$ cat src/rtl/uart_tx_engine_if.sv
// -----------------------------------------------------------------------------
// uart_tx_engine_if
// Byte push handshake between the UART register window and the transmit
// engine. A byte transfers on a rising clock edge where tx_valid && tx_ready.
//   tx_valid : push request (register window -> engine)
//   tx_data  : byte to queue (register window -> engine)
//   tx_ready : engine FIFO can accept (engine -> register window)
// Modports: master = register window side, slave = transmit engine side.
// -----------------------------------------------------------------------------
`timescale 1ns/1ps

interface uart_tx_engine_if;
    logic       tx_valid;
    logic [7:0] tx_data;
    logic       tx_ready;

    modport master (
        output tx_valid,
        output tx_data,
        input  tx_ready
    );

    modport slave (
        input  tx_valid,
        input  tx_data,
        output tx_ready
    );
endinterface

$ cat src/rtl/uart_tx_engine.sv
// -----------------------------------------------------------------------------
// uart_tx_engine
// 8N1 UART transmit serializer fed by a small byte FIFO. Bytes pushed through
// tx_if are queued and sent LSB first on uart_tx at baud_div+1 clocks per bit.
// Back-to-back frames run without an idle bit between the stop and next start.
//
// Ports:
//   clk        : core clock
//   rst_n      : asynchronous active-low reset
//   tx_if      : byte push handshake (slave modport: tx_valid, tx_data, tx_ready)
//   enable     : transmitter enable; gates only the start of new frames
//   baud_div   : bit period minus one in clocks, captured when a byte is popped
//   parity_en  : (UART_TX_PARITY_EN only) insert parity bit, captured at pop
//   parity_odd : (UART_TX_PARITY_EN only) odd instead of even parity
//   uart_tx    : serial line, idle high
//   busy       : a frame is in progress
//   fifo_level : bytes currently queued
//   fifo_empty : fifo_level == 0
//   fifo_full  : fifo_level == FIFO_DEPTH
//
// Build option: define UART_TX_PARITY_EN to add the parity ports and a
// PARITY bit between the data bits and the stop bit.
// -----------------------------------------------------------------------------
`timescale 1ns/1ps

module uart_tx_engine #(
    parameter int FIFO_DEPTH = 4,
    parameter int DIV_W      = 16
) (
    input  logic                          clk,
    input  logic                          rst_n,
    uart_tx_engine_if.slave               tx_if,
    input  logic                          enable,
    input  logic [DIV_W-1:0]              baud_div,
`ifdef UART_TX_PARITY_EN
    input  logic                          parity_en,
    input  logic                          parity_odd,
`endif
    output logic                          uart_tx,
    output logic                          busy,
    output logic [$clog2(FIFO_DEPTH):0]   fifo_level,
    output logic                          fifo_empty,
    output logic                          fifo_full
);

    localparam int AW = $clog2(FIFO_DEPTH);
    localparam int PW = AW + 1;

`ifdef UART_TX_PARITY_EN
    typedef enum logic [2:0] {IDLE, START, DATA, PARITY, STOP} state_t;
`else
    typedef enum logic [1:0] {IDLE, START, DATA, STOP} state_t;
`endif

    // ---------------------------------------------------------------- FIFO
    logic [7:0]    mem [FIFO_DEPTH];
    logic [PW-1:0] wr_ptr_reg;
    logic [PW-1:0] rd_ptr_reg;
    logic          push;
    logic          pop;
    logic [7:0]    head;

    // Pointers carry one extra wrap bit, so full and empty are told apart
    // by the difference alone.
    assign fifo_level = wr_ptr_reg - rd_ptr_reg;
    assign fifo_empty = (wr_ptr_reg == rd_ptr_reg);
    assign fifo_full  = (fifo_level == PW'(FIFO_DEPTH));
    assign tx_if.tx_ready = !fifo_full;
    assign push = tx_if.tx_valid && !fifo_full;
    assign head = mem[rd_ptr_reg[AW-1:0]];

    always_ff @(posedge clk) begin
        if (push) begin
            mem[wr_ptr_reg[AW-1:0]] <= tx_if.tx_data;
        end
    end

    always_ff @(posedge clk or negedge rst_n) begin
        if (!rst_n) begin
            wr_ptr_reg <= '0;
            rd_ptr_reg <= '0;
        end else begin
            if (push) wr_ptr_reg <= wr_ptr_reg + PW'(1);
            if (pop)  rd_ptr_reg <= rd_ptr_reg + PW'(1);
        end
    end

    // ---------------------------------------------------------- serializer
    state_t         state_reg,    state_next;
    logic [DIV_W-1:0] baud_cnt_reg, baud_cnt_next;
    logic [DIV_W-1:0] div_reg,    div_next;
    logic [2:0]     bit_cnt_reg,  bit_cnt_next;
    logic [7:0]     shift_reg,    shift_next;
`ifdef UART_TX_PARITY_EN
    logic           par_en_reg,   par_en_next;
    logic           par_bit_reg,  par_bit_next;
`endif
    logic           bit_end;
    logic           can_pop;

    // Counting up to the latched divisor and restarting at zero keeps the
    // counter within DIV_W bits even for an all-ones divisor.
    assign bit_end = (baud_cnt_reg == div_reg);
    assign can_pop = enable && !fifo_empty;

    always_ff @(posedge clk or negedge rst_n) begin
        if (!rst_n) begin
            state_reg    <= IDLE;
            baud_cnt_reg <= '0;
            div_reg      <= '0;
            bit_cnt_reg  <= '0;
            shift_reg    <= '0;
`ifdef UART_TX_PARITY_EN
            par_en_reg   <= 1'b0;
            par_bit_reg  <= 1'b0;
`endif
        end else begin
            state_reg    <= state_next;
            baud_cnt_reg <= baud_cnt_next;
            div_reg      <= div_next;
            bit_cnt_reg  <= bit_cnt_next;
            shift_reg    <= shift_next;
`ifdef UART_TX_PARITY_EN
            par_en_reg   <= par_en_next;
            par_bit_reg  <= par_bit_next;
`endif
        end
    end

    always_comb begin
        state_next    = state_reg;
        baud_cnt_next = (state_reg == IDLE || bit_end) ? '0 : baud_cnt_reg + DIV_W'(1);
        div_next      = div_reg;
        bit_cnt_next  = bit_cnt_reg;
        shift_next    = shift_reg;
        pop           = 1'b0;
`ifdef UART_TX_PARITY_EN
        par_en_next   = par_en_reg;
        par_bit_next  = par_bit_reg;
`endif

        case (state_reg)
            IDLE: begin
                if (can_pop) begin
                    pop        = 1'b1;
                    state_next = START;
                end
            end
            START: begin
                if (bit_end) state_next = DATA;
            end
            DATA: begin
                if (bit_end) begin
                    shift_next = {1'b0, shift_reg[7:1]};
                    if (bit_cnt_reg == 3'd7) begin
`ifdef UART_TX_PARITY_EN
                        state_next = par_en_reg ? PARITY : STOP;
`else
                        state_next = STOP;
`endif
                    end else begin
                        bit_cnt_next = bit_cnt_reg + 3'd1;
                    end
                end
            end
`ifdef UART_TX_PARITY_EN
            PARITY: begin
                if (bit_end) state_next = STOP;
            end
`endif
            STOP: begin
                if (bit_end) begin
                    // Chain straight into the next start bit when more data waits.
                    if (can_pop) begin
                        pop        = 1'b1;
                        state_next = START;
                    end else begin
                        state_next = IDLE;
                    end
                end
            end
            default: state_next = IDLE;
        endcase

        // Frame setup shared by both pop points: everything the frame needs
        // is captured here so later input changes cannot disturb it.
        if (pop) begin
            shift_next    = head;
            div_next      = baud_div;
            bit_cnt_next  = '0;
            baud_cnt_next = '0;
`ifdef UART_TX_PARITY_EN
            par_en_next   = parity_en;
            par_bit_next  = (^head) ^ parity_odd;
`endif
        end
    end

    // Line level decoded from state registers only.
    always_comb begin
        uart_tx = 1'b1;
        case (state_reg)
            IDLE:   uart_tx = 1'b1;
            START:  uart_tx = 1'b0;
            DATA:   uart_tx = shift_reg[0];
`ifdef UART_TX_PARITY_EN
            PARITY: uart_tx = par_bit_reg;
`endif
            STOP:   uart_tx = 1'b1;
            default: uart_tx = 1'b1;
        endcase
    end

    assign busy = (state_reg != IDLE);

endmodule
$ cat src/flat_wrapper.sv
// flat-port wrapper written by rule: the top's interface ports become plain ports
module uart_tx_engine_flat 
#(
    parameter int FIFO_DEPTH = 4,
    parameter int DIV_W      = 16
)
  (clk, rst_n, enable, baud_div, uart_tx, busy, fifo_level, fifo_empty, fifo_full, tx_if_tx_valid, tx_if_tx_data, tx_if_tx_ready);
  uart_tx_engine_if tx_if_i ();
  input  logic clk;
  input  logic rst_n;
  input  logic enable;
  input  logic [DIV_W-1:0] baud_div;
  output logic uart_tx;
  output logic busy;
  output logic [$clog2(FIFO_DEPTH):0] fifo_level;
  output logic fifo_empty;
  output logic fifo_full;
  input wire logic [$bits(tx_if_i.tx_valid)-1:0] tx_if_tx_valid;
  input wire logic [$bits(tx_if_i.tx_data)-1:0] tx_if_tx_data;
  output wire logic [$bits(tx_if_i.tx_ready)-1:0] tx_if_tx_ready;
  assign tx_if_i.tx_valid = tx_if_tx_valid;
  assign tx_if_i.tx_data = tx_if_tx_data;
  assign tx_if_tx_ready = tx_if_i.tx_ready;
  uart_tx_engine #(.FIFO_DEPTH(FIFO_DEPTH), .DIV_W(DIV_W)) u_core (.clk(clk), .rst_n(rst_n), .tx_if(tx_if_i), .enable(enable), .baud_div(baud_div), .uart_tx(uart_tx), .busy(busy), .fifo_level(fifo_level), .fifo_empty(fifo_empty), .fifo_full(fifo_full));
endmodule
$ cat config.mk
export PLATFORM = sky130hd
export DESIGN_NAME = uart_tx_engine_flat
export DESIGN_NICKNAME = d
export VERILOG_FILES = /design/src/rtl/uart_tx_engine_if.sv /design/src/rtl/uart_tx_engine.sv /design/src/flat_wrapper.sv
export SDC_FILE = /design/constraint.sdc
export NUM_CORES = 1
export LEC_CHECK = 0
export ABC_AREA = 1
export CAP_MARGIN = 20
export CORE_MARGIN = 2
export CORE_UTILIZATION = 28
export CTS_CLUSTER_SIZE = 24
export DETAILED_ROUTE_END_ITERATION = 10
export MAX_ROUTING_LAYER = met4
export PLACE_DENSITY = 0.48
export SLEW_MARGIN = 20
export SYNTH_ARGS = -nofsm -noshare
export SYNTH_HDL_FRONTEND = slang
export SYNTH_SLANG_ARGS = --single-unit
$ cat constraint.sdc
create_clock -name clk -period 6 [get_ports clk]
set_input_delay 1.5 -clock clk [delete_from_list [all_inputs] [get_ports clk]]
set_output_delay 1.5 -clock clk [all_outputs]
set_load 0.005 [all_outputs]
==> reports/metrics.csv <==
metric,value,unit
yosys-top-cells-count,"93 x nand2_1, 58 x nor2_1, 51 x dfrtp_1, 45 x inv_1, 32 x edfxtp_1",
hp-class,flop to flop,
ff2ff_path_depth,6,
synth_area,4230,um2
seqPwrFrac,36.9,%
cts_made_buffers,9,
cp.required,4.50,ns
min_period,4.01,ns
drt-total-wl,8720,um
clockBufferDepth,2,
drv_slew,0,
dp_hpwl,6010,um
critPathLaunchType,flop,
setup_ws,1.99,ns
p_comb_share,39.8,%
grt_max_degree,52,
largest_reg_flops,32,
r2r-end,u_core.mem[3][6],
path_clk_slew,0.06,ns
clockPowerShare,23.3,%
synth_area_leaders,"dfrtp_1 30%, edfxtp_1 23%, nand2_1 8.3%, nor2_1 5.2%, ha_1 4.4%",
postCtsSetupRepairBufs,0,
final_cells,681,
cap_violations,0,
postCtsHoldBufs,0,
overflow,0,
final_nets,536,
first_iter_violations,173,
place_ws,2.32,ns
intPower,1.50,mW
postLayoutCellArea,5020,um2
drc_errors,0,
io_buffers,35,
synth_largest_area_cell,dfrtp_1,
cts_resized,0,
power,2.42,mW
max_freq,0.250,GHz
synth_edf_count,32,
critPathKind,flop to output pin,
crit_fanout,19,
switching_share,38.1,%
cp-startpoint,u_core.rd_ptr_reg[0],
die_w,127,um
grt_pass1_vias,2931,
synthToLayoutAreaGrowth,18.8,%
grt_pass1_wl,14900,um
vias_per_cell,4.38,
syn_area_per_cell,9.31,um2
syn_inst,454,
placed_cells,665,
num_vias,2981,
cp.arrival,2.51,ns
yosysTopAreaCellShare,30.2,%
drtAntennaViolNets,0,
slew-limit-headroom,33.2,%
insertion_delay,0.34,ns
setup_tns,0,ns
ys_seq_area_share,52.9,%
wl_per_cell,12.8,um
p_leak,2.18,nW
p_switching,921,uW
htree_levels,3,
n_fill_cell,1521,
worst-r2r-setup-slack,3.11,ns
synth_async_sr_flop_share,61.4,%
rsz0062_at_grt,false,
power_density,482,nW/um2
vdd_ir_drop_max,188,uV
ys_warn_count,0,
core_area,14600,um2
globalplace.congestion,0.770,
dieArea,16100,um2
yosysMostFrequentCell,nand2_1,
antenna_found_initial,0,
r2r-start,u_core.rd_ptr_reg[0],
drive_gt1_share,16.3,%
worstMarginPinSlew,0.998,ns
grt_usage,12.0,%
finalSetupViolations,0,
diodes,0,
clock_skew,0.00715,ns
dieHeight,127,um
finalHoldViolCount,0,
clock_sinks,83,
status,completed,
num_io_pins,36,
cp-end-kind,output pin,
synthDistinctLibCells,36,
start_util,28.9,%
placed_area,4720,um2
root_buffer,clkbuf_16,
period_share,66.8,%
dr.pass1.iters,4,
syn_nets,498,
synth-seq-cells,83,
row_count,44,
endpoint,fifo_full,
cts_tree,done,
synth-main-ff-cell,dfrtp_1,
critical path, stage by stage, from the launching register on:
cell and delay (ns):
dfrtp_1 0.58, ha_1 0.32, fa_1 0.37, xnor2_1 0.19, nand3_1 0.14, inv_1 0.07
clkdlybuf4s50_1 0.49
layout make-up:
cell class / instances / area (um2) / share of cell area, %
inverter: 59 / 226 / 4.51
tap: 184 / 230 / 4.59
clock inverter: 7 / 76.3 / 1.52
timing repair buffer: 36 / 353 / 7.03
clock buffer: 9 / 225 / 4.49
multi-input combinational: 303 / 1670 / 33.3
sequential: 83 / 2240 / 44.6
logic make-up after synthesis:
kind of cell / Yosys count / share of synthesized area (%)
and+or+nand+nor: 216 / 23.4
DFF: 83 / 52.9
buffers and inverters: 68 / 7.52
AOI/OAI and AO/OA: 58 / 8.50
adders and majority gates: 16 / 4.91
xor gates and xnor gates: 13 / 2.69
cells in the final DEF (no fill, tap or decap), drive strengths merged:
cell type      netlist  layout
a211oi               1       1
a21oi                4       4
buf                  7       2
bufinv               0       1
clkbuf               2       9
clkdlybuf4s50        0      34
clkinv               2       5
clkinvlp             0       1
dfrtp               51      51
edfxtp              32      32
fa                   1       1
ha                  15      15
inv                 57      59
nand2              111     111
nand3               13      13
nand4                8       8
nor2                73      73
nor3                 4       4
nor3b                4       4
nor4                 2       2
o21ai               45      45
o22ai                8       8
or2                  1       1
xnor2                4       4
xor2                 9       9
stage by stage:
stage               util, %  hold WS (ns)
floorplan                 -         0.462
global placement       32.2         0.474
detailed placement     32.2         0.490
CTS                    34.3         0.503
global route           34.3         0.533
finish                 34.3         0.508
layer usage:
layer  track usage (%)  wire, um  up-vias
li1                  -         -     1539
met1              14.9      4150     1385
met2              19.1      4110       49
met3              3.21       333        8
met4              3.75       125        0
met5                 -         0        -
power groups by stage:
stage               combinational (mW)  clock, mW  sequential (mW)
floorplan                        0.731          0            0.861
global placement                 0.977          0            0.900
detailed placement               0.992          0            0.903
CTS                              0.993      0.577            0.895
global route                      1.11      0.603            0.919
finish                           0.963      0.563            0.893
worst min-delay path by stage:
stage / startpoint / end / depth (start not counted)
6_report: u_core.wr_ptr_reg[2] / u_core.wr_ptr_reg[2] / 1
5_1_grt: u_core.wr_ptr_reg[2] / u_core.wr_ptr_reg[2] / 1
4_1_cts: u_core.wr_ptr_reg[2] / u_core.wr_ptr_reg[2] / 1
3_5_place_dp: u_core.wr_ptr_reg[2] / u_core.wr_ptr_reg[2] / 1
3_3_place_gp: u_core.wr_ptr_reg[2] / u_core.wr_ptr_reg[2] / 1
2_1_floorplan: u_core.wr_ptr_reg[2] / u_core.wr_ptr_reg[2] / 1
Power figures use the tool's default switching activity.
